==> src/rtl/fetch_stage.sv <==
// Instruction fetch: sequential word fetch over a req/gnt/rvalid port, a small
// {pc, instr} FIFO towards decode, and redirects that flush everything in flight.
module fetch_stage #(
    parameter int unsigned           ADDR_WIDTH = 32,
    parameter int unsigned           WORD_WIDTH = 32,
    parameter logic [ADDR_WIDTH-1:0] RESET_ADDR = '0,
    parameter int unsigned           FIFO_DEPTH = 2
) (
    input  logic                  clk,
    input  logic                  rst_n,
    output logic                  mem_req_o,
    output logic [ADDR_WIDTH-1:0] mem_addr_o,
    input  logic                  mem_gnt_i,
    input  logic                  mem_rvalid_i,
    input  logic [WORD_WIDTH-1:0] mem_rdata_i,
    input  logic                  redirect_i,
    input  logic [ADDR_WIDTH-1:0] redirect_addr_i,
    output logic                  dec_valid_o,
    output logic [WORD_WIDTH-1:0] dec_instr_o,
    output logic [ADDR_WIDTH-1:0] dec_addr_o,
    input  logic                  dec_ready_i
);

    localparam int unsigned PTR_W = (FIFO_DEPTH > 1) ? $clog2(FIFO_DEPTH) : 1;
    localparam int unsigned CNT_W = PTR_W + 1;
    localparam logic [CNT_W-1:0] DEPTH_C = CNT_W'(FIFO_DEPTH);
    localparam logic [ADDR_WIDTH-1:0] STEP = ADDR_WIDTH'(4);

    typedef enum logic [1:0] {
        S_BOOT,
        S_REQ,
        S_WAIT
    } state_e;

    state_e                  state_q, state_d;
    logic                    req_q, req_d;
    logic [ADDR_WIDTH-1:0]   addr_q, addr_d;
    logic [ADDR_WIDTH-1:0]   tgt_q, tgt_d;
    logic                    tgt_pend_q, tgt_pend_d;
    logic [ADDR_WIDTH-1:0]   pc_q, pc_d;
    logic                    drop_q, drop_d;
    logic [ADDR_WIDTH-1:0]   fifo_addr_q  [FIFO_DEPTH];
    logic [ADDR_WIDTH-1:0]   fifo_addr_d  [FIFO_DEPTH];
    logic [WORD_WIDTH-1:0]   fifo_instr_q [FIFO_DEPTH];
    logic [WORD_WIDTH-1:0]   fifo_instr_d [FIFO_DEPTH];
    logic [PTR_W-1:0]        rd_ptr_q, rd_ptr_d;
    logic [PTR_W-1:0]        wr_ptr_q, wr_ptr_d;
    logic [CNT_W-1:0]        count_q, count_d;

    logic                    grant;
    logic                    resp;
    logic                    push;
    logic                    pop;
    logic [ADDR_WIDTH-1:0]   tgt_now;
    logic                    unused_addr_bits;

    assign unused_addr_bits = ^redirect_addr_i[1:0];

    always_comb begin
        state_d      = state_q;
        req_d        = 1'b0;
        addr_d       = addr_q;
        tgt_d        = tgt_q;
        tgt_pend_d   = tgt_pend_q;
        pc_d         = pc_q;
        drop_d       = drop_q;
        fifo_addr_d  = fifo_addr_q;
        fifo_instr_d = fifo_instr_q;
        rd_ptr_d     = rd_ptr_q;
        wr_ptr_d     = wr_ptr_q;
        count_d      = count_q;

        tgt_now = {redirect_addr_i[ADDR_WIDTH-1:2], 2'b00};
        grant   = req_q && mem_gnt_i;
        // A response only exists while a request is outstanding (WAIT); strays are ignored.
        resp    = (state_q == S_WAIT) && mem_rvalid_i;
        push    = resp && !drop_q && !redirect_i;
        pop     = (count_q != '0) && dec_ready_i && !redirect_i;

        unique case (state_q)
            S_BOOT: begin
                state_d = S_REQ;
                if (redirect_i) addr_d = tgt_now;
            end
            S_REQ: begin
                if (grant) begin
                    pc_d       = addr_q;
                    state_d    = S_WAIT;
                    addr_d     = tgt_pend_q ? tgt_q : addr_q + STEP;
                    drop_d     = tgt_pend_q;
                    tgt_pend_d = 1'b0;
                    if (redirect_i) begin
                        addr_d = tgt_now;
                        drop_d = 1'b1;
                    end
                end else if (redirect_i) begin
                    // A request already on the bus must stay stable; park the target.
                    if (req_q) begin
                        tgt_pend_d = 1'b1;
                        tgt_d      = tgt_now;
                    end else begin
                        addr_d = tgt_now;
                    end
                end
            end
            S_WAIT: begin
                if (resp) begin
                    state_d = S_REQ;
                    drop_d  = 1'b0;
                end else if (redirect_i) begin
                    drop_d = 1'b1;
                end
                if (redirect_i) addr_d = tgt_now;
            end
            default: state_d = S_BOOT;
        endcase

        if (redirect_i) begin
            rd_ptr_d = '0;
            wr_ptr_d = '0;
            count_d  = '0;
        end else begin
            if (push) begin
                fifo_addr_d[wr_ptr_q]  = pc_q;
                fifo_instr_d[wr_ptr_q] = mem_rdata_i;
                wr_ptr_d               = wr_ptr_q + PTR_W'(1);
            end
            if (pop) rd_ptr_d = rd_ptr_q + PTR_W'(1);
            count_d = count_q + CNT_W'(push) - CNT_W'(pop);
        end

        // In REQ nothing is outstanding, so only buffered entries count against space.
        req_d = (state_d == S_REQ) && (count_d < DEPTH_C);
    end

    always_ff @(posedge clk) begin
        if (!rst_n) begin
            state_q    <= S_BOOT;
            req_q      <= 1'b0;
            addr_q     <= RESET_ADDR;
            tgt_q      <= '0;
            tgt_pend_q <= 1'b0;
            pc_q       <= '0;
            drop_q     <= 1'b0;
            rd_ptr_q   <= '0;
            wr_ptr_q   <= '0;
            count_q    <= '0;
            for (int i = 0; i < FIFO_DEPTH; i++) begin
                fifo_addr_q[i]  <= '0;
                fifo_instr_q[i] <= '0;
            end
        end else begin
            state_q      <= state_d;
            req_q        <= req_d;
            addr_q       <= addr_d;
            tgt_q        <= tgt_d;
            tgt_pend_q   <= tgt_pend_d;
            pc_q         <= pc_d;
            drop_q       <= drop_d;
            rd_ptr_q     <= rd_ptr_d;
            wr_ptr_q     <= wr_ptr_d;
            count_q      <= count_d;
            fifo_addr_q  <= fifo_addr_d;
            fifo_instr_q <= fifo_instr_d;
        end
    end

    assign mem_req_o   = req_q;
    assign mem_addr_o  = addr_q;
    assign dec_valid_o = (count_q != '0);
    assign dec_instr_o = fifo_instr_q[rd_ptr_q];
    assign dec_addr_o  = fifo_addr_q[rd_ptr_q];

    a_req_stable: assert property (@(posedge clk) disable iff (!rst_n)
        (mem_req_o && !mem_gnt_i) |=> (mem_req_o && $stable(mem_addr_o)));
    a_count_bound: assert property (@(posedge clk) disable iff (!rst_n)
        count_q <= DEPTH_C);

endmodule

==> config.mk <==
export PLATFORM = sky130hd
export DESIGN_NAME = fetch_stage
export DESIGN_NICKNAME = d
export VERILOG_FILES = /design/src/rtl/fetch_stage.sv
export SDC_FILE = /design/constraint.sdc
export NUM_CORES = 1
export LEC_CHECK = 0
export BUFFER_PORTS_ARGS = -buffer_cell sky130_fd_sc_hd__buf_4
export CAP_MARGIN = 5
export CORE_AREA = 2 2 104 182
export DETAILED_ROUTE_END_ITERATION = 7
export DIE_AREA = 0 0 106 184
export GPL_TIMING_DRIVEN = 0
export PLACE_DENSITY = 0.78
export SLEW_MARGIN = 30
export SYNTH_ARGS = -nofsm -noshare
export SYNTH_HDL_FRONTEND = slang
export SYNTH_SLANG_ARGS = --single-unit
==> constraint.sdc <==
create_clock -name clk -period 2.5 [get_ports clk]
set_clock_uncertainty 0.2 [all_clocks]
set_input_delay 0.125 -clock clk [delete_from_list [all_inputs] [get_ports clk]]
set_output_delay 0.125 -clock clk [all_outputs]
set_load 0.02 [all_outputs]
==> flow_metrics.py <==
metrics = {
    "grt": {
        "antenna_found_initial": 0,
        "grt_overflow": 0,
        "grt_pass1_vias": 9881,
        "grt_pass1_wl_um": 49770,
        "grt_use_total_pct": 32.07,
        "grt_max_degree": 16,
    },
    "layout": {
        "final_util_pct": 71.48,
        "fin_area_um2": 12850,
        "final_cells": 1762,
        "insertedDiodeCount": 0,
        "finalNetCount": 1587,
        "drive_above_1_share_pct": 21.20,
        "area_growth_pct": 29.42,
    },
    "clocking": {
        "clock-sinks": 223,
        "cts_tree": "done",
        "worstSkewPairLatency_ns": 0.50,
        "path_clk_slew_ns": 0.06,
        "clockRootBuffer": "clkbuf_16",
        "cts_max_path_buffers": 3,
        "numCtsBuffers": 21,
        "post_cts_buffers": 0,
        "htreeDepth": 1,
    },
    "detailed_routing": {
        "vias_per_cell": 5.599,
        "drt_wl_total_um": 32130,
        "vias": 9865,
        "drt_iter0_drc": 633,
        "wl_per_cell_um": 18.23,
        "drt_first_pass_iters": 5,
        "drc": 0,
        "ant_nets": 0,
    },
    "pwr": {
        "switching_share_pct": 24.72,
        "switchingPower_mw": 1.931,
        "p_clk_share_pct": 41.7,
        "p_comb_share_pct": 10.5,
        "p_leak_nw": 4.809,
        "cellPowerDensity_nw_per_um2": 608.2,
        "p_seq_share_pct": 47.8,
        "p_int_mw": 5.883,
        "peakVddDrop_uv": 645.7,
    },
    "timing": {
        "setup_violations": 0,
        "hold_ws_ns": 0.05981,
        "max_clock_freq_mhz": 402.1,
        "tightest_slew_ns": 0.7667,
        "final_max_slew_viol_count": 0,
        "max_slew_margin_pct": 48.88,
        "layout_setup_ws_ns": 0.01291,
        "hold_viol": 0,
        "min_period_ns": 2.487,
        "min_period_over_period_pct": 99.48,
        "grt_setup_unrepaired": "yes",
    },
    "place": {
        "gp_congestion": 1.015,
        "numPortBuffers": 161,
        "place_area_um2": 11440,
        "place_ws_ns": -0.1479,
        "dp.cells": 1661,
        "post-dp-hpwl_um": 22920,
    },
    "yosys": {
        "synthMuxAreaShare_pct": 7.651,
        "yosysMostFrequentCell": "nand2_1",
        "synth_top_family_by_area": "simple AND/OR/NAND/NOR gates",
        "synth_area_um2": 9927,
        "synthArstFlopShare_pct": 0,
        "synth_xor_area_share_pct": 1.147,
        "yosysTopAreaCell": "dfxtp_1",
        "synth_ff_type": "dfxtp_1",
        "yosys.area_share.adder_pct": 0.3781,
        "synth.top_cell.area_share_pct": 44.97,
        "avgSynthCellArea_um2": 7.860,
        "synth_edf_count": 0,
        "ys_ff_latch": 223,
        "synth_cells": 1263,
        "seq_area_frac_synth_pct": 44.97,
        "synth_compound_area_share_pct": 16.90,
        "yosys_warnings": 0,
        "yosys-top-cells-count": "nand2_1 (417), dfxtp_1 (223), a21oi_1 (213), clkbuf_1 (65), mux2_2 (63)",
        "yosys.area_share.simple_pct": 23.57,
        "synth_area_leaders": "dfxtp_1 (45%), nand2_1 (16%), a21oi_1 (11%), mux2_2 (7.1%), clkbuf_1 (2.5%)",
        "ys_types": 65,
    },
    "die": {
        "die_x_um": 106,
        "die_height_um": 184,
        "die_area_um2": 19500,
        "initial_utilization_pct": 55.23,
        "core_um2": 17970,
        "num_io_pins": 168,
        "fp-row-count": 65,
    },
    "worst_setup_path": {
        "crit_type": "flop to flop",
        "start_kind": "flop",
        "critPathCaptureType": "flop",
        "crit_fanout": 7,
        "regToRegSetupSlack_ns": 0.01,
        "worstPathRequired_ns": 2.71,
        "arrival_ns": 2.69,
    },
    "job": {
        "drv_cap": 0,
    },
    "status": {
        "status": "complete, no violations",
    },
    "worst_hold_path": {
        "hold_class": "primary input to flop",
    },
}
## cells in the final DEF, fill, tap and decap left out, types with 5 or more instances in the layout
cell           synthesis  layout
a211oi_1               9       9
a21oi_1              213     213
a31oi_1               12      12
buf_2                 22      24
buf_4                  5     166
clkbuf_1              65      62
clkbuf_16              0      21
clkbuf_2               1       7
clkbuf_8               4       9
dfxtp_1              223     222
dlygate4sd3_1          0      67
inv_1                  9       9
mux2_2                63      63
mux2i_1                5       5
nand2_1              417     417
nand2b_1               6       6
nand3_1               20      19
nand4_1               15      15
nor2_1                30      30
nor3_1                11      11
nor4_1                 8       5
o211ai_1               9       9
o21a_1                 6       6
o21ai_0               21      21
or3_1                  5       5
xnor2_1                9       9
## worst paths after layout
path                                   start                          end  cells after the start
hold reg to reg       tgt_q[19]$_SDFFE_PN0P_       tgt_q[19]$_SDFFE_PN0P_                      2
hold / removal                    redirect_i        count_q[1]$_SDFF_PN0_                      4
setup reg to reg  mem_addr_o[3]$_SDFFE_PN0P_  mem_addr_o[18]$_SDFFE_PN0P_                      6
setup / recovery  mem_addr_o[3]$_SDFFE_PN0P_  mem_addr_o[18]$_SDFFE_PN0P_                      6
## logic make-up (layout without fill, tap and decap cells)
kind of cell / Yosys count / after routing
DFF: 223 / 223
muxes: 68 / 68
adders and majority gates: 3 / 3
AOI/OAI and AO/OA: 298 / 298
and+or+nand+nor: 545 / 545
buffers and inverters: 112 / 374
xor gates and xnor gates: 13 / 13
other: 1 / 4
## metal layers
layer  wire (µm)  part of all wire [%]  track usage, %  vias up
li1            -                     -               -     4788
met1       11390                    35           32.88     4526
met5           0                     0               0        -
met2       16810                    52           60.03      413
met3        1786                   5.6           3.899      138
met4        2140                   6.7           21.37        0
## sequential cells by signal (all words and copies together) (netlist names), 2 cells and up
register,count
count_q,2
fifo_addr_q,60
fifo_instr_q,64
pc_q,30
tgt_q,30
state_q,2
mem_addr_o,30
## critical path, stage by stage (launching register included)
cell and delay (ns):
dfxtp_1 0.48, ha_1 0.29, nand4_1 0.38, nor4_1 0.54
mux2i_1 0.23, o2111ai_1 0.12, a31oi_1 0.17
## metrics by stage
stage	power, mW	TNS [ns]
2_1_floorplan	4.181	0
3_3_place_gp	4.520	-0.2999
3_5_place_dp	4.525	-0.3130
4_1_cts	7.820	0
5_1_grt	8.050	-4.712
6_report	7.814	0
## cell type report
| class | instances | area [µm²] |
|---|---|---|
| Clock buffer | 31 | 613.1 |
| Fill cell | 1485 | 5126 |
| Inverter | 9 | 33.78 |
| Buffer | 100 | 495.5 |
| Multi-Input combinational cell | 931 | 4984 |
| Tap cell | 234 | 292.8 |
| Timing Repair Buffer | 228 | 1879 |
| Clock inverter | 6 | 83.83 |
| Sequential cell | 223 | 4466 |
## power groups by stage
stage / logic [mW] / registers [mW] / clock network (mW)
after floorplan: 0.354 / 3.83 / 0
after global placement: 0.711 / 3.81 / 0
final: 0.823 / 3.73 / 3.26
after CTS: 0.805 / 3.73 / 3.29
after detailed placement: 0.716 / 3.81 / 0
after global routing: 0.878 / 3.74 / 3.43
## what timing repair did
| action | 4_1_cts | 5_1_grt |
|---|---|---|
| endpoints found under the setup margin | 63 | 141 |
| endpoints found under the hold margin | 132 | 0 |
| hold buffers | 67 | 0 |
| gates resized for setup | 8 | 9 |
| pin swaps | 1 | 0 |
Power figures use the tool's default switching activity.
